===== config.mk =====
export PLATFORM = sky130hd
export DESIGN_NAME = congestion_estimator
export DESIGN_NICKNAME = d
export VERILOG_FILES = /design/src/rtl/congestion_estimator.sv
export SDC_FILE = /design/constraint.sdc
export NUM_CORES = 1
export LEC_CHECK = 0
export ABC_AREA = 1
export CAP_MARGIN = 10
export CORE_MARGIN = 2
export CORE_UTILIZATION = 49
export CTS_BUF_LIST = sky130_fd_sc_hd__clkbuf_4 sky130_fd_sc_hd__clkbuf_8 sky130_fd_sc_hd__clkbuf_16
export DETAILED_ROUTE_END_ITERATION = 7
export GPL_TIMING_DRIVEN = 0
export PLACE_DENSITY = 0.72
export SYNTH_ARGS = -nofsm -noshare
export SYNTH_HDL_FRONTEND = slang
export SYNTH_SLANG_ARGS = --single-unit

===== constraint.sdc =====
create_clock -name clk -period 4.95 [get_ports clk]
set_input_delay 0.7425 -clock clk [delete_from_list [all_inputs] [get_ports clk]]
set_output_delay 0.7425 -clock clk [all_outputs]
set_load 0.03 [all_outputs]

===== src/rtl/congestion_estimator.sv =====
// Windowed vehicle-pulse counter for the NS/EW approaches that publishes a
// hysteretic 2-bit congestion level and a sticky stuck-detector fault flag.
module congestion_estimator #(
  parameter int WINDOW_TICKS = 100,
  parameter int COUNT_W      = 8,
  parameter int TH1          = 4,
  parameter int TH2          = 8,
  parameter int TH3          = 12,
  parameter int HYST         = 2,
  parameter int STUCK_TICKS  = 50
) (
  input  logic               clk,
  input  logic               rst,
  input  logic               det_ns,
  input  logic               det_ew,
  output logic [1:0]         congestion_level,
  output logic               level_valid,
  output logic               sensor_fault,
  output logic [COUNT_W-1:0] cnt_ns_dbg,
  output logic [COUNT_W-1:0] cnt_ew_dbg
);

  localparam int WCNT_W = $clog2(WINDOW_TICKS);
  localparam int ST_W   = $clog2(STUCK_TICKS + 1);

  localparam logic [WCNT_W-1:0]  L_WLAST  = WCNT_W'(WINDOW_TICKS - 1);
  localparam logic [COUNT_W-1:0] L_CMAX   = {COUNT_W{1'b1}};
  localparam logic [COUNT_W:0]   L_TH1    = (COUNT_W + 1)'(TH1);
  localparam logic [COUNT_W:0]   L_TH2    = (COUNT_W + 1)'(TH2);
  localparam logic [COUNT_W:0]   L_TH3    = (COUNT_W + 1)'(TH3);
  localparam logic [COUNT_W:0]   L_HYST   = (COUNT_W + 1)'(HYST);
  localparam logic [ST_W-1:0]    L_STLAST = ST_W'(STUCK_TICKS - 1);
  localparam logic [ST_W-1:0]    L_STMAX  = ST_W'(STUCK_TICKS);

  // Index 0 is the NS approach, index 1 is EW.
  logic [1:0]         r_meta;
  logic [1:0]         r_sync;
  logic [1:0]         r_prev;
  logic [COUNT_W-1:0] r_cnt   [2];
  logic [ST_W-1:0]    r_stuck [2];
  logic [WCNT_W-1:0]  r_wcnt;
  logic [1:0]         r_level;
  logic               r_valid;
  logic               r_fault;
  logic [COUNT_W-1:0] r_dbgNs;
  logic [COUNT_W-1:0] r_dbgEw;

  logic [1:0]         w_edge;
  logic               w_eval;
  logic [COUNT_W-1:0] w_metric;
  logic [COUNT_W:0]   w_metricUp;
  logic [COUNT_W:0]   w_metricDn;
  logic [1:0]         w_up;
  logic [1:0]         w_down;
  logic               w_stuckHit;

  assign w_edge = r_sync & ~r_prev;
  assign w_eval = (r_wcnt == L_WLAST);

  always_comb begin
    w_metric   = (r_cnt[0] >= r_cnt[1]) ? r_cnt[0] : r_cnt[1];
    w_metricUp = {1'b0, w_metric};
    w_metricDn = w_metricUp + L_HYST;
    w_up       = 2'(w_metricUp >= L_TH1) + 2'(w_metricUp >= L_TH2) + 2'(w_metricUp >= L_TH3);
    w_down     = 2'(w_metricDn >= L_TH1) + 2'(w_metricDn >= L_TH2) + 2'(w_metricDn >= L_TH3);
    w_stuckHit = (r_sync[0] && (r_stuck[0] == L_STLAST)) ||
                 (r_sync[1] && (r_stuck[1] == L_STLAST));
  end

  always_ff @(posedge clk or posedge rst) begin
    if (rst) begin
      r_meta <= '0;
      r_sync <= '0;
      r_prev <= '0;
    end else begin
      r_meta <= {det_ew, det_ns};
      r_sync <= r_meta;
      r_prev <= r_sync;
    end
  end

  // An edge seen on the evaluation cycle seeds the next window's count.
  always_ff @(posedge clk or posedge rst) begin
    if (rst) begin
      for (int i = 0; i < 2; i++) begin
        r_cnt[i]   <= '0;
        r_stuck[i] <= '0;
      end
    end else begin
      for (int i = 0; i < 2; i++) begin
        if (w_eval)
          r_cnt[i] <= w_edge[i] ? COUNT_W'(1) : '0;
        else if (w_edge[i] && (r_cnt[i] != L_CMAX))
          r_cnt[i] <= r_cnt[i] + 1'b1;

        if (!r_sync[i])
          r_stuck[i] <= '0;
        else if (r_stuck[i] != L_STMAX)
          r_stuck[i] <= r_stuck[i] + 1'b1;
      end
    end
  end

  always_ff @(posedge clk or posedge rst) begin
    if (rst)
      r_wcnt <= '0;
    else if (w_eval)
      r_wcnt <= '0;
    else
      r_wcnt <= r_wcnt + 1'b1;
  end

  // Level tests the registered fault, so a fault raised on the evaluation
  // cycle still lets that evaluation land before the level freezes.
  always_ff @(posedge clk or posedge rst) begin
    if (rst) begin
      r_level <= '0;
      r_valid <= 1'b0;
      r_fault <= 1'b0;
      r_dbgNs <= '0;
      r_dbgEw <= '0;
    end else begin
      r_valid <= w_eval;
      r_fault <= r_fault | w_stuckHit;
      if (w_eval) begin
        r_dbgNs <= r_cnt[0];
        r_dbgEw <= r_cnt[1];
        if (!r_fault) begin
          if (w_up > r_level)
            r_level <= w_up;
          else if (w_down < r_level)
            r_level <= w_down;
        end
      end
    end
  end

  assign congestion_level = r_level;
  assign level_valid      = r_valid;
  assign sensor_fault     = r_fault;
  assign cnt_ns_dbg       = r_dbgNs;
  assign cnt_ew_dbg       = r_dbgEw;

endmodule


## Word level (Yosys, flattened, before mapping)

Cells that the tools add are included.

- Logic and storage cells: 68
- Bits in registers: 61
- Input bits: 4

- Reduce and logical (&&, ||, !) cells: 9
- Eq/ne operators: 9
- Magnitude comparators: 9
- Mux-type cells: 14
- Add/sub/neg operators: 10
- Bitwise operators: 4

Operators with widths:

| operator | number |
|---|---|
| 8-bit two-way mux | 5 |
| 6-bit two-way mux | 4 |
| 9-bit by 4-bit greater-or-equal comparator with 1-bit output, second input constant | 2 |
| 8-bit by 1-bit adder with 8-bit output, second input constant | 2 |
| 8-bit by 4-bit greater-or-equal comparator with 1-bit output, second input constant | 2 |
| 8-bit != test, second input constant | 2 |
| 6-bit by 1-bit adder with 6-bit output, second input constant | 2 |
| 6-bit equality test, second input constant | 2 |
| 6-bit != test, second input constant | 2 |
| 8-bit by 2-bit adder with 9-bit output, second input constant | 1 |
| 9-bit by 3-bit greater-or-equal comparator with 1-bit output, second input constant | 1 |
| 8-bit by 3-bit greater-or-equal comparator with 1-bit output, second input constant | 1 |
| 8-bit greater-or-equal comparator | 1 |
| 7-bit by 1-bit adder with 7-bit output, second input constant | 1 |
| 7-bit equality test, second input constant | 1 |
| 7-bit two-way mux | 1 |
| 2-bit nonzero test | 3 |
| 1-bit by 1-bit adder with 2-bit output | 2 |
| 2-bit by 1-bit adder with 2-bit output | 2 |
| 1-bit logical AND | 4 |
| 2-bit two-way mux | 2 |
| 2-bit by 1-bit != test with 1-bit output, second input constant | 2 |
| 3-bit AND reduction | 1 |
| 2-bit bitwise AND | 1 |
| other kinds (7) | 8 |

## Depth between registers and ports, before layout

- Depth after elaboration: 9
- Depth in mapped cells: 25
- Gate-level depth less buffers: 25

## Worst setup path after synthesis

No wires, ideal clock.

- Path type: flip-flop to flip-flop
- Start: register r_cnt[5] in the netlist's numbering
- End: register r_level[1], in the netlist congestion_level[1]
- Required time: 4.820 ns
- Setup time: 0.130 ns
- Cell stages (with the launch flop): 19
- Data arrival time: 3.300 ns
- Path slack: 1.520 ns
- Cell sequence: dfrtp_1 > inv_1 > ha_1 > a21oi_1 > o21a_1 > nand2_4 > o31ai_1 > nor3b_2 > nand3_1 > fa_1 > ha_1 > inv_1 > nor2_1 > o21ai_0 > o21ai_0 > nand3_1 > inv_1 > o211ai_1 > o21ai_0

- Longest elaborated chain between the ends: 9

RTL lines:

| item | line | source |
|---|---|---|
| start, declared | 39 | `logic [COUNT_W-1:0] r_cnt [2];` |
| start signal, assigned by index | 92 | `r_cnt[i] <= w_edge[i] ? COUNT_W'(1) : '0;` |
| start signal, assigned by index | 94 | `r_cnt[i] <= r_cnt[i] + 1'b1;` |
| 8-bit greater-or-equal comparator | 61 | `w_metric = (r_cnt[0] >= r_cnt[1]) ? r_cnt[0] : r_cnt[1];` |
| 8-bit two-way mux * | 61 |  |
| 8-bit by 2-bit adder with 9-bit output | 63 | `w_metricDn = w_metricUp + L_HYST;` |
| 9-bit by 3-bit greater-or-equal comparator with 1-bit output / 9-bit by 4-bit greater-or-equal comparator with 1-bit output (equally long branches) | 65 | `w_down = 2'(w_metricDn >= L_TH1) + 2'(w_metricDn >= L_TH2) + 2'(w_metricDn >= L_TH3);` |
| 1-bit by 1-bit adder with 2-bit output | 65 |  |
| 2-bit by 1-bit adder with 2-bit output | 65 |  |
| 2-bit < comparator | 131 | `else if (w_down < r_level)` |
| 2-bit nonzero test (no line) | - |  |
| 3-bit AND reduction (no line) | - |  |
| end signal, assigned | 130 | `r_level <= w_up;` |
| end signal, assigned | 132 | `r_level <= w_down;` |
| end, declared | 42 | `logic [1:0] r_level;` |

Mark *: on every way between the ends. The rest lies on a longest branch, timed or not. The select of a mux whose other input is x is not followed.
A chain may end at the register's enable or synchronous reset.

## Worst setup path after layout

Ends and elaborated chain as after synthesis.

==> impl_metrics.py <==
metrics = {
    "power": {
        "p_per_area_nw_per_um2": 580,
        "power_leakage_nw": 1.85,
        "worst_ir_drop_vdd_v": 0.000776,
        "switching_share_pct": 42.3,
        "seqPwrFrac_pct": 26.8,
        "power.switching_mw": 0.935,
        "power_frac_clock_pct": 22.6,
        "combPwrFrac_pct": 50.6,
        "p_int_mw": 1.27,
    },
    "timing": {
        "fin_skew_ns": 0.00759,
        "max_freq_mhz": 251,
        "final.min_clock_period_ns": 3.99,
        "finalSetupViolations": 0,
        "tightest_slew_ns": 0.689,
        "report.final.slew_viol_count": 0,
        "fin_crit_sh_pct": 80.6,
        "tns_ns": 0,
        "maxSlewHeadroom_pct": 54.0,
        "final_hold_viol_count": 0,
        "rsz0062_at_grt": "false",
    },
    "outcome": {
        "status": "finished, final reports clean",
    },
    "synthesis": {
        "synth_top_family_by_area": "simple AND/OR/NAND/NOR gates",
        "muxShareOfSynthArea_pct": 0,
        "syn_nets": 406,
        "synth-simple-area-share_pct": 21.8,
        "synth_xor_area_share_pct": 1.62,
        "yosysWarnings": 0,
        "yosysSeqAreaShare_pct": 47.2,
        "synth_area_sq_um": 3240,
        "avgSynthCellArea_sq_um": 8.56,
        "syn_inst": 378,
        "yosys_register_bits": 61,
        "synthAdderAreaFrac_pct": 9.74,
        "synth.distinct_cells": 33,
        "synth-compound-area-share_pct": 12.5,
    },
    "route": {
        "first_pass_iters": 4,
        "vias": 2608,
        "wl_per_cell_um": 12.9,
        "drc_errors": 0,
        "drt_iter0_drc": 148,
        "drt-vias-per-instance": 5.27,
        "wl_mm": 6.38,
        "antenna_left": 0,
    },
    "finish": {
        "final_common_cell": "nand2_1",
        "syn2layout_area_growth_pct": 17.8,
        "fin_cells": 495,
        "diodes": 0,
        "fin_nets": 441,
        "most-common-layout-cells": "73 x nand2_1, 61 x dfrtp_1, 52 x inv_1",
        "fillers": 554,
        "drive_above_1_share_pct": 9.33,
    },
    "job": {
        "drv_cap": 0,
    },
    "placed_design": {
        "dpl.cell_count": 479,
        "post-dp-hpwl_mm": 4.72,
        "gp_congestion": 0.891,
        "io_buffers": 23,
    },
    "floorplanning": {
        "die_area_sq_um": 7270,
        "rows": 29,
        "start_util_pct": 50.7,
        "core_region_area_sq_um": 6390,
        "die_w_um": 85.3,
        "io_pins": 24,
        "dieHeight_um": 85.3,
    },
    "clock_network": {
        "h-tree-depth": 3,
        "cts_hold_buf": 0,
        "ctsResizeCount": 0,
        "cts_tree": "done",
        "numCtsBuffers": 9,
        "clkTransAtPathRegs_ns": 0.07,
        "clockBufferDepth": 2,
        "post-cts-setup-buffers": 0,
        "clk_latency_ns": 0.32,
        "clkSinkCount": 61,
        "root_buffer": "clkbuf_8",
    },
    "critical_path": {
        "start_kind": "flop",
        "cp.arrival_ns": 4.19,
        "r2r-start": "r_cnt[5]",
        "reg2reg_depth": 18,
        "crit_fanout": 10,
        "crit_path_top_delay_cell": "fa_1",
        "cpPeakStageDelay_ns": 0.46,
        "critical_path.startpoint": "r_cnt[5]",
        "critPathCaptureType": "flop",
        "required_ns": 5.15,
        "rrSetupSlack_ns": 0.96,
        "reg2reg_to": "congestion_level[1]",
        "crit_path_end": "congestion_level[1]",
        "critical_path_class": "flop to flop",
        "crit_chain": "inv_1 > ha_1 > a21oi_1 > o21a_1 > nand2_4 > o31ai_1 > nor3b_2 > nand3_1 > fa_1 > ha_1 > inv_1 > nor2_1 > o21ai_0 > o21ai_0 > nand3_1 > inv_1 > o211ai_1 > o21ai_0",
    },
    "global_routing": {
        "grt_pass1_wl_mm": 11.3,
        "grt_max_degree": 33,
        "grt_antenna_before_repair": 0,
        "grt_overflow": 0,
        "grt_usage_pct": 19.6,
        "grt_pass1_vias": 2504,
    },
    "worst_hold_path": {
        "hold_class": "flop to flop",
    },
}
[final cells by class]
| type | count | area, sq um | share of cell area, % |
|---|---|---|---|
| Buffer | 6 | 23.8 | 0.624 |
| Clock buffer | 12 | 159 | 4.17 |
| Clock inverter | 4 | 70.1 | 1.84 |
| Inverter | 55 | 206 | 5.42 |
| Multi-Input combinational cell | 256 | 1480 | 38.8 |
| Sequential cell | 61 | 1530 | 40.1 |
| Tap cell | 77 | 96.3 | 2.53 |
| Timing Repair Buffer | 24 | 250 | 6.57 |
[per-stage QoR]
stage	hold slack (ns)	area, sq um	total power [mW]	utilization, %	worst slack (ns)
2_1_floorplan	0.331	3240	1.49	-	1.52
3_3_place_gp	0.334	3560	1.68	55.8	1.07
3_5_place_dp	0.338	3580	1.72	56.1	0.978
4_1_cts	0.353	3810	2.23	59.7	0.940
5_1_grt	0.356	3810	2.46	59.7	0.542
6_report	0.351	3810	2.21	59.7	0.959
[worst max-delay path, delay by kind of cell, from the launching register on]
kind | cells | cell delay (ns)
AOI/OAI and AO/OA | 7 | 1.45
adders and majority gates | 3 | 1.03
buffers and inverters | 3 | 0.29
DFF | 1 | 0.40
and+or+nand+nor | 5 | 0.70
[how the worst min path moves through the flow]
stage	startpoint	end	cells after the start
6_report	r_meta[1]	r_sync[1]	0
5_1_grt	r_meta[0]	r_sync[0]	0
4_1_cts	r_meta[1]	r_sync[1]	0
3_5_place_dp	r_meta[1]	r_sync[1]	0
3_3_place_gp	r_meta[1]	r_sync[1]	0
2_1_floorplan	r_meta[0]	r_sync[0]	0
[synthesized netlist by cell type (all sizes together)]
cell type,number,area (sq um)
dfrtp,61,1530
nand2,83,347
nand4,5,31.3
nor4,1,6.26
a211oi,2,15.0
ha,22,275
buf,1,5.00
xor2,6,52.6
o211ai,3,22.5
o31ai,2,15.0
nor3,8,45.0
or2,2,15.0
fa,2,40.0
o21a,2,15.0
a21oi,18,93.8
nor3b,2,20.0
inv,55,206
nor2,26,108
clkbuf,5,18.8
nand3,27,135
o21ai,43,215
a31oi,2,27.5
[metal layers]
| metal | wire length [um] | vias to the layer above | global-route usage, % |
|---|---|---|---|
| met5 | 0 | - | 0 |
| met4 | 53 | 0 | 7.36 |
| met3 | 307 | 4 | 5.35 |
| met2 | 3000 | 56 | 29.3 |
| met1 | 3020 | 1233 | 27.2 |
| li1 | - | 1315 | - |
[state kept, by name, indices dropped and copies added, names as in the netlist]
name / flops
r_stuck: 12
r_sync: 2
r_prev: 2
r_cnt: 16
sensor_fault: 1
congestion_level: 2
r_wcnt: 7
cnt_ns_dbg: 8
r_meta: 2
level_valid: 1
cnt_ew_dbg: 8
[power by group through the flow]
stage               clock [mW]  combinational [mW]  sequential (mW)
floorplan                    0               0.906            0.580
detailed placement           0                1.12            0.599
CTS                      0.513                1.13            0.590
global placement             0                1.09            0.597
finish                   0.499                1.12            0.591
global route             0.535                1.32            0.598
[kinds of logic after synthesis]
| logic type | Yosys count |
|---|---|
| AND/OR/NAND/NOR | 154 |
| XOR/XNOR | 6 |
| adder cells (fa/ha/maj) | 24 |
| AO/OA/AOI/OAI | 72 |
| buffers and inverters | 61 |
| flip-flops | 61 |
(Power assumes the default switching activity.)
==> variant: new RTL, same settings <==
Make the reset (`rst`) synchronous in 4 clocked blocks.
--- a/src/rtl/congestion_estimator.sv
+++ b/src/rtl/congestion_estimator.sv
@@ -67,7 +67,7 @@
                  (r_sync[1] && (r_stuck[1] == L_STLAST));
   end
 
-  always_ff @(posedge clk or posedge rst) begin
+  always_ff @(posedge clk) begin
     if (rst) begin
       r_meta <= '0;
       r_sync <= '0;
@@ -80,7 +80,7 @@
   end
 
   // An edge seen on the evaluation cycle seeds the next window's count.
-  always_ff @(posedge clk or posedge rst) begin
+  always_ff @(posedge clk) begin
     if (rst) begin
       for (int i = 0; i < 2; i++) begin
         r_cnt[i]   <= '0;
@@ -101,7 +101,7 @@
     end
   end
 
-  always_ff @(posedge clk or posedge rst) begin
+  always_ff @(posedge clk) begin
     if (rst)
       r_wcnt <= '0;
     else if (w_eval)
@@ -112,7 +112,7 @@
 
   // Level tests the registered fault, so a fault raised on the evaluation
   // cycle still lets that evaluation land before the level freezes.
-  always_ff @(posedge clk or posedge rst) begin
+  always_ff @(posedge clk) begin
     if (rst) begin
       r_level <= '0;
       r_valid <= 1'b0;
Check against the original RTL: same outputs for any inputs over 10 cycles, from zero or initial values and one cycle with rst high; that may be too few to reach the edited logic, so the function may still have changed.
==> variant against the unedited design <==
Clock skew barely moved. Global-route usage fell by 0.46 points. Via count rose by 1.1%. Sequential cell count unchanged. Synthesized cell count rose by 3.2%. Worst setup slack improved by 0.091 ns. Area after synthesis rose by 2.3%. Wire length about the same. Design area fell by 0.62%. Critical path type unchanged. Largest cell class is now multi-input gates.
Power is not compared: it rests on default switching activity, and its combinational part moved more than twofold at a synthesized area within 25%.
==> variant: results (changes against the unedited design) <==
DR iter-0 viols=135 (was 148); register area=1500 um2 (was 1530 um2); asr flop ratio synth=0 (was 1.00); largest net degree at the start of global routing=11 (was 33); met2 usage=0.288 (was 0.293); met1 Usage GRT=0.258 (was 0.272); Post-synth EDFFs=28 (was 0); clock-cell share of area=0.0426 (was 0.0601); Top delay family on crit path=simple AND/OR/NAND/NOR gates (was compound AO/OA/AOI/OAI gates); R2R Path Start=r_cnt[1][7] (was r_cnt[5]); Yosys cell types=34 (was 33); sequential-to-total area share from yosys stat=0.454 (was 0.472); sequential cell count=61 (unchanged); Repair and plain buffers=26 (was 30); Slew HR=0.704 (was 0.540); wire length on met2=2.89 mm (was 3.00 mm); Critical Path AT=4.13 ns (was 4.19 ns); Synth Flop Type=dfxtp_1 (was dfrtp_1); R2R depth=19 (was 18); worst skew pair latency=0.34 ns (was 0.32 ns); multi-input combinational area share=0.411 (was 0.388); beginning of the worst hold path=r_meta[1] (unchanged); vias in the first global route=2434 (was 2504); outcome=finished, final reports clean (unchanged); Crit Path Max Fanout=9 (was 10); first-pass GRT wire length=11.0 mm (was 11.3 mm); crit path to=congestion_level[1] (unchanged); GRT Util Overall=0.191 (was 0.196); Fillers=601 (was 554); DR vias=2636 (was 2608); Nets=451 (was 441); hold path depth=2 (was 0); IO buf count=22 (was 23); Worst R2R Setup Slack=1.05 ns (was 0.96 ns); layout cells sized above 1=0.0935 (was 0.0933); HPWL Detailed=4.72 mm (about the same); Post-Route M1 WL=3.09 mm (was 3.02 mm); count of multi-input gates=263 (was 256); routability congestion estimate from global placement=0.796 (was 0.891); routed wl met3=327 um (was 307 um)
variant: cell count changes in the layout (fill, tap and decap cells not counted), moves of 4 or more:
cell,unedited run,this run
dfrtp_1,61,0
dfxtp_1,0,33
edfxtp_1,0,28
inv_1,52,60
nand3_1,27,18
nand4_1,5,15
nor2_1,24,45
nor2_2,1,5
nor3b_1,1,8
o21ai_0,36,19
variant: stage by stage:
stage                     total power (W)  std cells  area [um2]  setup WS [ns]  hold WS [ns]
after floorplan                  0.000655        390        3310           1.48         0.388
after global placement           0.000678        489        3630           1.15         0.389
after detailed placement         0.000683        489        3630           1.06         0.404
after CTS                         0.00105        505        3790           1.06         0.417
after global routing              0.00110        505        3790          0.597         0.427
final                             0.00104        505        3790           1.05         0.412
variant: logic make-up after synthesis:
family | share of synthesized area
mux | 0.00340
flops | 0.454
buf+inv | 0.0756
simple gates | 0.262
xor+xnor | 0.0212
fa+ha+maj | 0.0953
compound gates | 0.0892
